===== config.mk =====
export PLATFORM = sky130hd
export DESIGN_NAME = host_load_sequencer_flat
export DESIGN_NICKNAME = d
export VERILOG_FILES = /design/src/rtl/dtrk_pkg.sv /design/src/rtl/host_load_sequencer_if.sv /design/src/rtl/ft240x_rd_port.sv /design/src/rtl/host_load_sequencer.sv /design/src/flat_wrapper.sv
export SDC_FILE = /design/constraint.sdc
export NUM_CORES = 1
export LEC_CHECK = 0
export BUFFER_PORTS_ARGS = -buffer_cell sky130_fd_sc_hd__buf_2
export CAP_MARGIN = 0
export CORE_ASPECT_RATIO = 2
export CORE_MARGIN = 2
export CORE_UTILIZATION = 54
export CTS_BUF_LIST = sky130_fd_sc_hd__clkbuf_4 sky130_fd_sc_hd__clkbuf_8
export CTS_CLUSTER_DIAMETER = 100
export DETAILED_ROUTE_END_ITERATION = 8
export HOLD_SLACK_MARGIN = 0.08
export PLACE_DENSITY = 0.83
export SYNTH_ARGS = -nofsm -noshare
export SYNTH_HDL_FRONTEND = slang
export SYNTH_HIERARCHICAL = 1
export SYNTH_SLANG_ARGS = --single-unit

===== constraint.sdc =====
create_clock -name clk24MHz -period 1.85 [get_ports clk24MHz]
set_input_delay 0.0925 -clock clk24MHz [delete_from_list [all_inputs] [get_ports clk24MHz]]
set_output_delay 0.0925 -clock clk24MHz [all_outputs]
set_load 0.02 [all_outputs]

===== src/rtl/dtrk_pkg.sv =====
// Shared definitions for the EPROM emulator host loader: opcodes, FSM
// encodings and the write-count decode helper.
package dtrk_pkg;

  localparam int unsigned BYTE_W = 8;
  localparam int unsigned WORD_W = 16;
  localparam int unsigned CNT_W  = 5;   // holds 1..16 words per write command

  localparam logic [BYTE_W-1:0] OP_NOP        = 8'h00;
  localparam logic [BYTE_W-1:0] OP_RSTADDR    = 8'h01;
  localparam logic [BYTE_W-1:0] OP_SETADDR    = 8'h02;
  localparam logic [BYTE_W-1:0] OP_LOAD       = 8'h10;
  localparam logic [BYTE_W-1:0] OP_RUN        = 8'h11;
  localparam logic [BYTE_W-1:0] OP_WRITE_MASK = 8'hF0;
  localparam logic [BYTE_W-1:0] OP_WRITE      = 8'h20;

  // FT240X read strobe states
  typedef enum logic [1:0] {
    RD_IDLE,
    RD_LOW,
    RD_GAP
  } rd_state_t;

  // Command decoder / SRAM write states
  typedef enum logic [3:0] {
    IDLE,
    DECODE,
    ADDR_B0,
    ADDR_B1,
    ADDR_B2,
    DATA_HI,
    DATA_LO,
    WR_SETUP,
    WR_PULSE,
    WR_END
  } seq_state_t;

  // Low nibble of a write opcode gives the word count; 0 encodes 16.
  function automatic logic [CNT_W-1:0] write_count(input logic [3:0] nib);
    write_count = (nib == 4'h0) ? CNT_W'(16) : CNT_W'(nib);
  endfunction

endpackage


===== src/rtl/host_load_sequencer_if.sv =====
// Bundles the FT240X FIFO pins, the SRAM write pins and the loader status
// flags of host_load_sequencer.
//  master : the sequencer (reads FT240X, drives SRAM and status)
//  slave  : the FT240X / SRAM side
interface host_load_sequencer_if #(
  parameter int unsigned ADDR_W = 18
);
  logic [7:0]        ft240x_d;
  logic              ft240x_RXF;
  logic              ft240x_nRD;
  logic [ADDR_W-1:0] sram_addr;
  logic [15:0]       sram_wdata;
  logic              sram_nCS;
  logic              sram_nWE;
  logic              sram_own;
  logic              busy;
  logic              cmd_err;

  modport master (
    input  ft240x_d, ft240x_RXF,
    output ft240x_nRD,
    output sram_addr, sram_wdata, sram_nCS, sram_nWE, sram_own,
    output busy, cmd_err
  );

  modport slave (
    output ft240x_d, ft240x_RXF,
    input  ft240x_nRD,
    input  sram_addr, sram_wdata, sram_nCS, sram_nWE, sram_own,
    input  busy, cmd_err
  );
endinterface


===== src/rtl/ft240x_rd_port.sv =====
// FT240X receive port: strobes nRD low for RD_LOW_CYC cycles when a byte is
// available, latches the data on the last low cycle, then holds nRD high for
// at least one gap cycle. The byte is offered on byte_valid until byte_ack;
// no new read starts while a byte is pending.
// Ports:
//  clk24MHz, reset : clock, synchronous active-high reset
//  rxf             : FT240X RXF (0 = byte available)
//  d               : FT240X data bus
//  nrd             : FT240X read strobe, active low (registered)
//  byte_data       : latched byte
//  byte_valid      : byte_data holds an unconsumed byte
//  byte_ack        : consumer takes the byte this cycle
module ft240x_rd_port
  import dtrk_pkg::*;
#(
  parameter int unsigned RD_LOW_CYC = 2
) (
  input  logic              clk24MHz,
  input  logic              reset,
  input  logic              rxf,
  input  logic [BYTE_W-1:0] d,
  output logic              nrd,
  output logic [BYTE_W-1:0] byte_data,
  output logic              byte_valid,
  input  logic              byte_ack
);

  localparam int unsigned CYC_W = (RD_LOW_CYC > 1) ? $clog2(RD_LOW_CYC) : 1;

  rd_state_t         state_q, state_d;
  logic [CYC_W-1:0]  cyc_q, cyc_d;
  logic [BYTE_W-1:0] data_d;
  logic              valid_d;
  logic              nrd_d;

  // Next-state and output decode
  always_comb begin
    state_d = state_q;
    cyc_d   = cyc_q;
    data_d  = byte_data;
    valid_d = byte_valid & ~byte_ack;
    case (state_q)
      RD_IDLE: begin
        if (!rxf && !byte_valid) begin
          state_d = RD_LOW;
          cyc_d   = '0;
        end
      end
      RD_LOW: begin
        if (cyc_q == CYC_W'(RD_LOW_CYC - 1)) begin
          data_d  = d;
          valid_d = 1'b1;
          state_d = RD_GAP;
        end else begin
          cyc_d = CYC_W'(cyc_q + CYC_W'(1));
        end
      end
      RD_GAP:  state_d = RD_IDLE;
      default: state_d = RD_IDLE;
    endcase
    nrd_d = (state_d != RD_LOW);
  end

  // State and output registers
  always_ff @(posedge clk24MHz) begin
    if (reset) begin
      state_q    <= RD_IDLE;
      cyc_q      <= '0;
      nrd        <= 1'b1;
      byte_data  <= '0;
      byte_valid <= 1'b0;
    end else begin
      state_q    <= state_d;
      cyc_q      <= cyc_d;
      nrd        <= nrd_d;
      byte_data  <= data_d;
      byte_valid <= valid_d;
    end
  end

endmodule


===== src/rtl/host_load_sequencer.sv =====
// Host-side command sequencer for the EPROM emulator CPLD. Pulls command and
// data bytes from the FT240X, decodes them and performs 16-bit word writes
// into the emulation SRAM. Owns the load/run flag used by the top level to
// mux the SRAM between this block and the target bus.
// Ports:
//  clk24MHz : system clock, rising edge
//  reset    : synchronous active-high reset
//  bus      : master view of host_load_sequencer_if
//             (ft240x_d/RXF/nRD, sram_addr/wdata/nCS/nWE/own, busy, cmd_err)
module host_load_sequencer
  import dtrk_pkg::*;
#(
  parameter int unsigned ADDR_W     = 18,
  parameter int unsigned RD_LOW_CYC = 2,
  parameter int unsigned WR_LOW_CYC = 1
) (
  input  logic                  clk24MHz,
  input  logic                  reset,
  host_load_sequencer_if.master bus
);

  localparam int unsigned WCYC_W = (WR_LOW_CYC > 1) ? $clog2(WR_LOW_CYC) : 1;

  logic [BYTE_W-1:0] byte_data;
  logic              byte_valid;
  logic              byte_ack_c;

  seq_state_t        state_q, state_d;
  logic [BYTE_W-1:0] op_q, op_d;
  logic [BYTE_W-1:0] b0_q, b0_d;
  logic [BYTE_W-1:0] b1_q, b1_d;
  logic [BYTE_W-1:0] hi_q, hi_d;
  logic [CNT_W-1:0]  cnt_q, cnt_d;
  logic [WCYC_W-1:0] wcyc_q, wcyc_d;
  logic [ADDR_W-1:0] addr_q, addr_d;
  logic [WORD_W-1:0] wdata_q, wdata_d;
  logic              own_q, own_d;
  logic              err_q, err_d;
  logic              ncs_q, ncs_d;
  logic              nwe_q, nwe_d;
  logic              busy_q, busy_d;

  ft240x_rd_port #(
    .RD_LOW_CYC (RD_LOW_CYC)
  ) u_rd_port (
    .clk24MHz   (clk24MHz),
    .reset      (reset),
    .rxf        (bus.ft240x_RXF),
    .d          (bus.ft240x_d),
    .nrd        (bus.ft240x_nRD),
    .byte_data  (byte_data),
    .byte_valid (byte_valid),
    .byte_ack   (byte_ack_c)
  );

  // Command decode, address pointer and SRAM write sequencing
  always_comb begin
    state_d    = state_q;
    op_d       = op_q;
    b0_d       = b0_q;
    b1_d       = b1_q;
    hi_d       = hi_q;
    cnt_d      = cnt_q;
    wcyc_d     = wcyc_q;
    addr_d     = addr_q;
    wdata_d    = wdata_q;
    own_d      = own_q;
    err_d      = err_q;
    byte_ack_c = 1'b0;

    case (state_q)
      IDLE: begin
        if (byte_valid) begin
          byte_ack_c = 1'b1;
          op_d       = byte_data;
          state_d    = DECODE;
        end
      end
      DECODE: begin
        state_d = IDLE;
        if ((op_q & OP_WRITE_MASK) == OP_WRITE) begin
          // Data bytes are always consumed so the stream stays aligned,
          // even when the write itself is refused in run mode.
          cnt_d   = write_count(op_q[3:0]);
          state_d = DATA_HI;
          if (!own_q) err_d = 1'b1;
        end else begin
          case (op_q)
            OP_NOP:     state_d = IDLE;
            OP_RSTADDR: addr_d  = '0;
            OP_SETADDR: state_d = ADDR_B0;
            OP_LOAD:    own_d   = 1'b1;
            OP_RUN:     own_d   = 1'b0;
            default:    err_d   = 1'b1;
          endcase
        end
      end
      ADDR_B0: begin
        if (byte_valid) begin
          byte_ack_c = 1'b1;
          b0_d       = byte_data;
          state_d    = ADDR_B1;
        end
      end
      ADDR_B1: begin
        if (byte_valid) begin
          byte_ack_c = 1'b1;
          b1_d       = byte_data;
          state_d    = ADDR_B2;
        end
      end
      ADDR_B2: begin
        if (byte_valid) begin
          byte_ack_c = 1'b1;
          // Upper bits of the 24-bit byte triple beyond ADDR_W are dropped.
          addr_d     = ADDR_W'({b0_q, b1_q, byte_data});
          state_d    = IDLE;
        end
      end
      DATA_HI: begin
        if (byte_valid) begin
          byte_ack_c = 1'b1;
          hi_d       = byte_data;
          state_d    = DATA_LO;
        end
      end
      DATA_LO: begin
        if (byte_valid) begin
          byte_ack_c = 1'b1;
          if (own_q) begin
            wdata_d = {hi_q, byte_data};
            state_d = WR_SETUP;
          end else begin
            cnt_d   = CNT_W'(cnt_q - CNT_W'(1));
            state_d = (cnt_q == CNT_W'(1)) ? IDLE : DATA_HI;
          end
        end
      end
      WR_SETUP: begin
        wcyc_d  = '0;
        state_d = WR_PULSE;
      end
      WR_PULSE: begin
        if (wcyc_q == WCYC_W'(WR_LOW_CYC - 1)) begin
          state_d = WR_END;
        end else begin
          wcyc_d = WCYC_W'(wcyc_q + WCYC_W'(1));
        end
      end
      WR_END: begin
        addr_d  = ADDR_W'(addr_q + ADDR_W'(1));
        cnt_d   = CNT_W'(cnt_q - CNT_W'(1));
        state_d = (cnt_q == CNT_W'(1)) ? IDLE : DATA_HI;
      end
      default: state_d = IDLE;
    endcase

    // Strobes are registered against the next state so they line up with it.
    ncs_d  = !(state_d inside {WR_SETUP, WR_PULSE, WR_END});
    nwe_d  = (state_d != WR_PULSE);
    busy_d = (state_d != IDLE) || (cnt_d != '0);
  end

  // State and output registers
  always_ff @(posedge clk24MHz) begin
    if (reset) begin
      state_q <= IDLE;
      op_q    <= '0;
      b0_q    <= '0;
      b1_q    <= '0;
      hi_q    <= '0;
      cnt_q   <= '0;
      wcyc_q  <= '0;
      addr_q  <= '0;
      wdata_q <= '0;
      own_q   <= 1'b0;
      err_q   <= 1'b0;
      ncs_q   <= 1'b1;
      nwe_q   <= 1'b1;
      busy_q  <= 1'b0;
    end else begin
      state_q <= state_d;
      op_q    <= op_d;
      b0_q    <= b0_d;
      b1_q    <= b1_d;
      hi_q    <= hi_d;
      cnt_q   <= cnt_d;
      wcyc_q  <= wcyc_d;
      addr_q  <= addr_d;
      wdata_q <= wdata_d;
      own_q   <= own_d;
      err_q   <= err_d;
      ncs_q   <= ncs_d;
      nwe_q   <= nwe_d;
      busy_q  <= busy_d;
    end
  end

  assign bus.sram_addr  = addr_q;
  assign bus.sram_wdata = wdata_q;
  assign bus.sram_nCS   = ncs_q;
  assign bus.sram_nWE   = nwe_q;
  assign bus.sram_own   = own_q;
  assign bus.busy       = busy_q;
  assign bus.cmd_err    = err_q;

endmodule


===== src/flat_wrapper.sv =====
// flat-port wrapper written by rule: the top's interface ports become plain ports
module host_load_sequencer_flat import dtrk_pkg::*;
#(
  parameter int unsigned ADDR_W     = 18,
  parameter int unsigned RD_LOW_CYC = 2,
  parameter int unsigned WR_LOW_CYC = 1
)
  (clk24MHz, reset, bus_ft240x_d, bus_ft240x_RXF, bus_ft240x_nRD, bus_sram_addr, bus_sram_wdata, bus_sram_nCS, bus_sram_nWE, bus_sram_own, bus_busy, bus_cmd_err);
  host_load_sequencer_if #(.ADDR_W(ADDR_W)) bus_i ();
  input  logic clk24MHz;
  input  logic reset;
  input wire logic [$bits(bus_i.ft240x_d)-1:0] bus_ft240x_d;
  input wire logic [$bits(bus_i.ft240x_RXF)-1:0] bus_ft240x_RXF;
  output wire logic [$bits(bus_i.ft240x_nRD)-1:0] bus_ft240x_nRD;
  output wire logic [$bits(bus_i.sram_addr)-1:0] bus_sram_addr;
  output wire logic [$bits(bus_i.sram_wdata)-1:0] bus_sram_wdata;
  output wire logic [$bits(bus_i.sram_nCS)-1:0] bus_sram_nCS;
  output wire logic [$bits(bus_i.sram_nWE)-1:0] bus_sram_nWE;
  output wire logic [$bits(bus_i.sram_own)-1:0] bus_sram_own;
  output wire logic [$bits(bus_i.busy)-1:0] bus_busy;
  output wire logic [$bits(bus_i.cmd_err)-1:0] bus_cmd_err;
  assign bus_i.ft240x_d = bus_ft240x_d;
  assign bus_i.ft240x_RXF = bus_ft240x_RXF;
  assign bus_ft240x_nRD = bus_i.ft240x_nRD;
  assign bus_sram_addr = bus_i.sram_addr;
  assign bus_sram_wdata = bus_i.sram_wdata;
  assign bus_sram_nCS = bus_i.sram_nCS;
  assign bus_sram_nWE = bus_i.sram_nWE;
  assign bus_sram_own = bus_i.sram_own;
  assign bus_busy = bus_i.busy;
  assign bus_cmd_err = bus_i.cmd_err;
  host_load_sequencer #(.ADDR_W(ADDR_W), .RD_LOW_CYC(RD_LOW_CYC), .WR_LOW_CYC(WR_LOW_CYC)) u_core (.clk24MHz(clk24MHz), .reset(reset), .bus(bus_i));
endmodule

==> summary.txt <==
Clocking
  – Max Root-Sink Buffers: 2
  – Clk slew on worst S/H paths: 0.09 ns
  – Clk sinks: 87
  – CTS tree: built
  – Htree depth: 3
  – TritonCTS buffer count: 9
  – Root buf cell: clkbuf_8
  – Clk_lat worst skew: 0.38 ns

Power and ir drop
  – Pwr/cell area: 609 mW/mm²
  – Peak supply drop: 1.03 mV
  – Leakage: 2.21 nW

Placed design
  – GPL Wtd Cong: 0.918
  – PortBufs: 50
  – Area after DPL: 0.00500 mm²
  – Dpl hpwl: 9120 µm

Worst hold path
  – Hold_sp: reset
  – Worst hold path class: input port to register

GRT
  – Global-route wire length before repair: 19600 µm
  – Vias in the first global route: 4223
  – Total global-route track usage: 30.7%
  – Largest net degree at the start of global routing: 94
  – Total congestion overflow: 0
  – Initial antenna violation count: 0

Timing
  – Final Cycle Share: 109%
  – F_max: 0.494 GHz
  – Sum of negative setup slack: -1.47 ns
  – Max-slew violation count: 0
  – Fin crit period: 2.03 ns
  – Skew final: 0.0127 ns
  – Final Hold Vio Count: 0
  – Relative slew slack: 66.1%
  – Worst Tran Pin Value: 0.503 ns
  – Final WS setup: -0.176 ns
  – Endpoints failing setup: 20
  – RSZ-0062 raised after global routing: true

Drt
  – Avg WL per Cell: 20.1 µm
  – Vias: 4556
  – Initial DRT Pass Iterations: 5
  – Vias per cell: 6.32
  – Number of DRC markers in iteration 0: 467
  – Post-DRT Antenna Nets: 0
  – Drt drc: 0
  – Post-Route WL: 14500 µm

Die
  – Core Area: 0.00754 mm²
  – Area of the die: 0.00849 mm²
  – Initial Util: 55.3%
  – IO Count: 51
  – Row count: 45
  – Die span in x: 66.2 µm
  – Chip Height: 128 µm

Outcome
  – Status: finished with violations
  – Failing checks: setup timing

Finish
  – P&R area growth vs syn: 39.2%
  – Commonest non-fill, non-tap cells in the layout: 74 x buf_4, 72 x dfxtp_1, 69 x nand2_1
  – Most common cell after layout, fill and taps aside: buf_4
  – Final net count: 636
  – Fillers: 509
  – Final Cell Area: 0.00581 mm²
  – Number of diodes: 0
  – Fraction of layout cells with a size suffix above 1: 39.4%

Synthesis
  – Dominant synthesized flop cell: dfxtp_1
  – Number of flops mapped to enable cells by yosys: 0
  – Syn_nets: 513
  – Syn_area_per_cell: 8.36 µm²
  – Synth warn: 6
  – Mapped Area: 0.00417 mm²
  – Synthesized flop and latch total: 87
  – Asr flop ratio synth: 0%
  – Unique masters post-synth: 64
  – Post-Syn Instances: 499
  – Register area share after synthesis: 41.7%

Critical path
  – Critical path startpoint category: register
  – Worst Path Max Fanout: 7
  – CP arrival: 2.27 ns
  – Crit. End Element: register
  – Required @ worst endpoint: 2.09 ns
  – Kind of critical path: register to register
  – Worst R2R Start: u_core/op_q[7]
  – Crit path from: u_core/op_q[7]

Job
  – Max_cap viols: 0
[layout make-up]
class / instances / area, µm² / share of cell area [%]
inverters: 11 / 41.3 / 0.711
multi-input cells: 371 / 2620 / 45.1
flip-flops and latches: 87 / 1770 / 30.4
well taps: 94 / 118 / 2.02
clock buffers: 9 / 124 / 2.13
repair buffers: 142 / 1050 / 18.1
clock inverters: 7 / 87.6 / 1.51
[worst max-delay path: stages, from the launching register on]
cell and delay [ns]:
dfxtp_2 0.34, buf_4 0.15, nor4_4 0.17, nand4b_1 0.28, a211oi_4 0.31, buf_6 0.17, buf_12 0.14, a21oi_2 0.06
a21oi_1 0.20, nor3_1 0.07
[power by group]
group          total, mW  internal [mW]  switching (mW)
clock network       1.42          0.652           0.769
logic              0.207         0.0953           0.112
registers           1.91           1.88          0.0241
[sequential cells by signal (all words and copies together) (netlist names), 2 cells and up]
signal	count
u_core/cnt_q	5
u_core/b1_q	8
u_core/state_q	4
u_core/op_q	8
u_core/hi_q	8
u_core/u_rd_port/byte_data	8
u_core/b0_q	2
u_core/bus.sram_addr	18
u_core/u_rd_port/state_q	2
u_core/bus.sram_wdata	16
[Yosys cell counts, types with 10 or more instances]
cell	instances	area [µm²]
a21oi_1	49	245
buf_2	11	55.1
clkbuf_1	16	60.1
dfxtp_1	87	1740
inv_1	10	37.5
mux2i_1	24	240
nand2_1	71	267
nand2b_2	12	105
nand3_1	16	80.1
nor2_1	58	218
nor3_1	12	60.1
o21ai_0	16	80.1
[per-stage QoR]
stage          std cells  hold slack [ns]  utilization [%]  total power [mW]  worst slack, ns
2_1_floorplan        499            0.238                -              2.05         -0.00417
3_3_place_gp         686            0.354             66.3              2.10           -0.191
3_5_place_dp         686            0.364             66.3              2.11           -0.190
4_1_cts              713            0.204             71.1              3.51          -0.0788
5_1_grt              721            0.219             77.0              3.63           -0.235
6_report             721            0.227             77.0              3.53           -0.176
[worst paths after layout]
path / end / slack, ns / cells past startpoint
setup / recovery: u_core/bus.sram_addr[5] / -0.18 / 9
hold / removal: u_core/hi_q[0] / 0.23 / 3
setup reg to reg: u_core/bus.sram_addr[5] / -0.18 / 9
hold reg to reg: u_core/bus.sram_wdata[11] / 0.46 / 2
[logic make-up (layout without fill, tap and decap cells)]
| family | count (synthesis) | count (layout) | synth area share, % |
|---|---|---|---|
| buffers and inverters | 41 | 169 | 4.29 |
| and+or+nand+nor | 224 | 224 | 27.9 |
| AOI/OAI and AO/OA | 117 | 117 | 18.8 |
| xor gates and xnor gates | 3 | 3 | 0.630 |
| DFF | 87 | 87 | 41.7 |
| adders and majority gates | 3 | 3 | 0.900 |
| muxes | 24 | 24 | 5.76 |
[layer usage]
metal	up-vias	GRT usage, %	wire length, µm
li1	2011	-	-
met1	2151	29.5	4720
met2	287	55.4	7580
met3	107	6.32	921
met4	0	22.1	1240
met5	-	0	0
[what timing repair did]
action	4_1_cts	5_1_grt
hold buffers	9	0
hold endpoints to repair	11	0
resized for setup	13	80
pin swaps	4	28
gates cloned	0	3
setup endpoints to repair	25	24
setup buffers	2	5
Note: power is estimated with default switching activity, not from simulation.
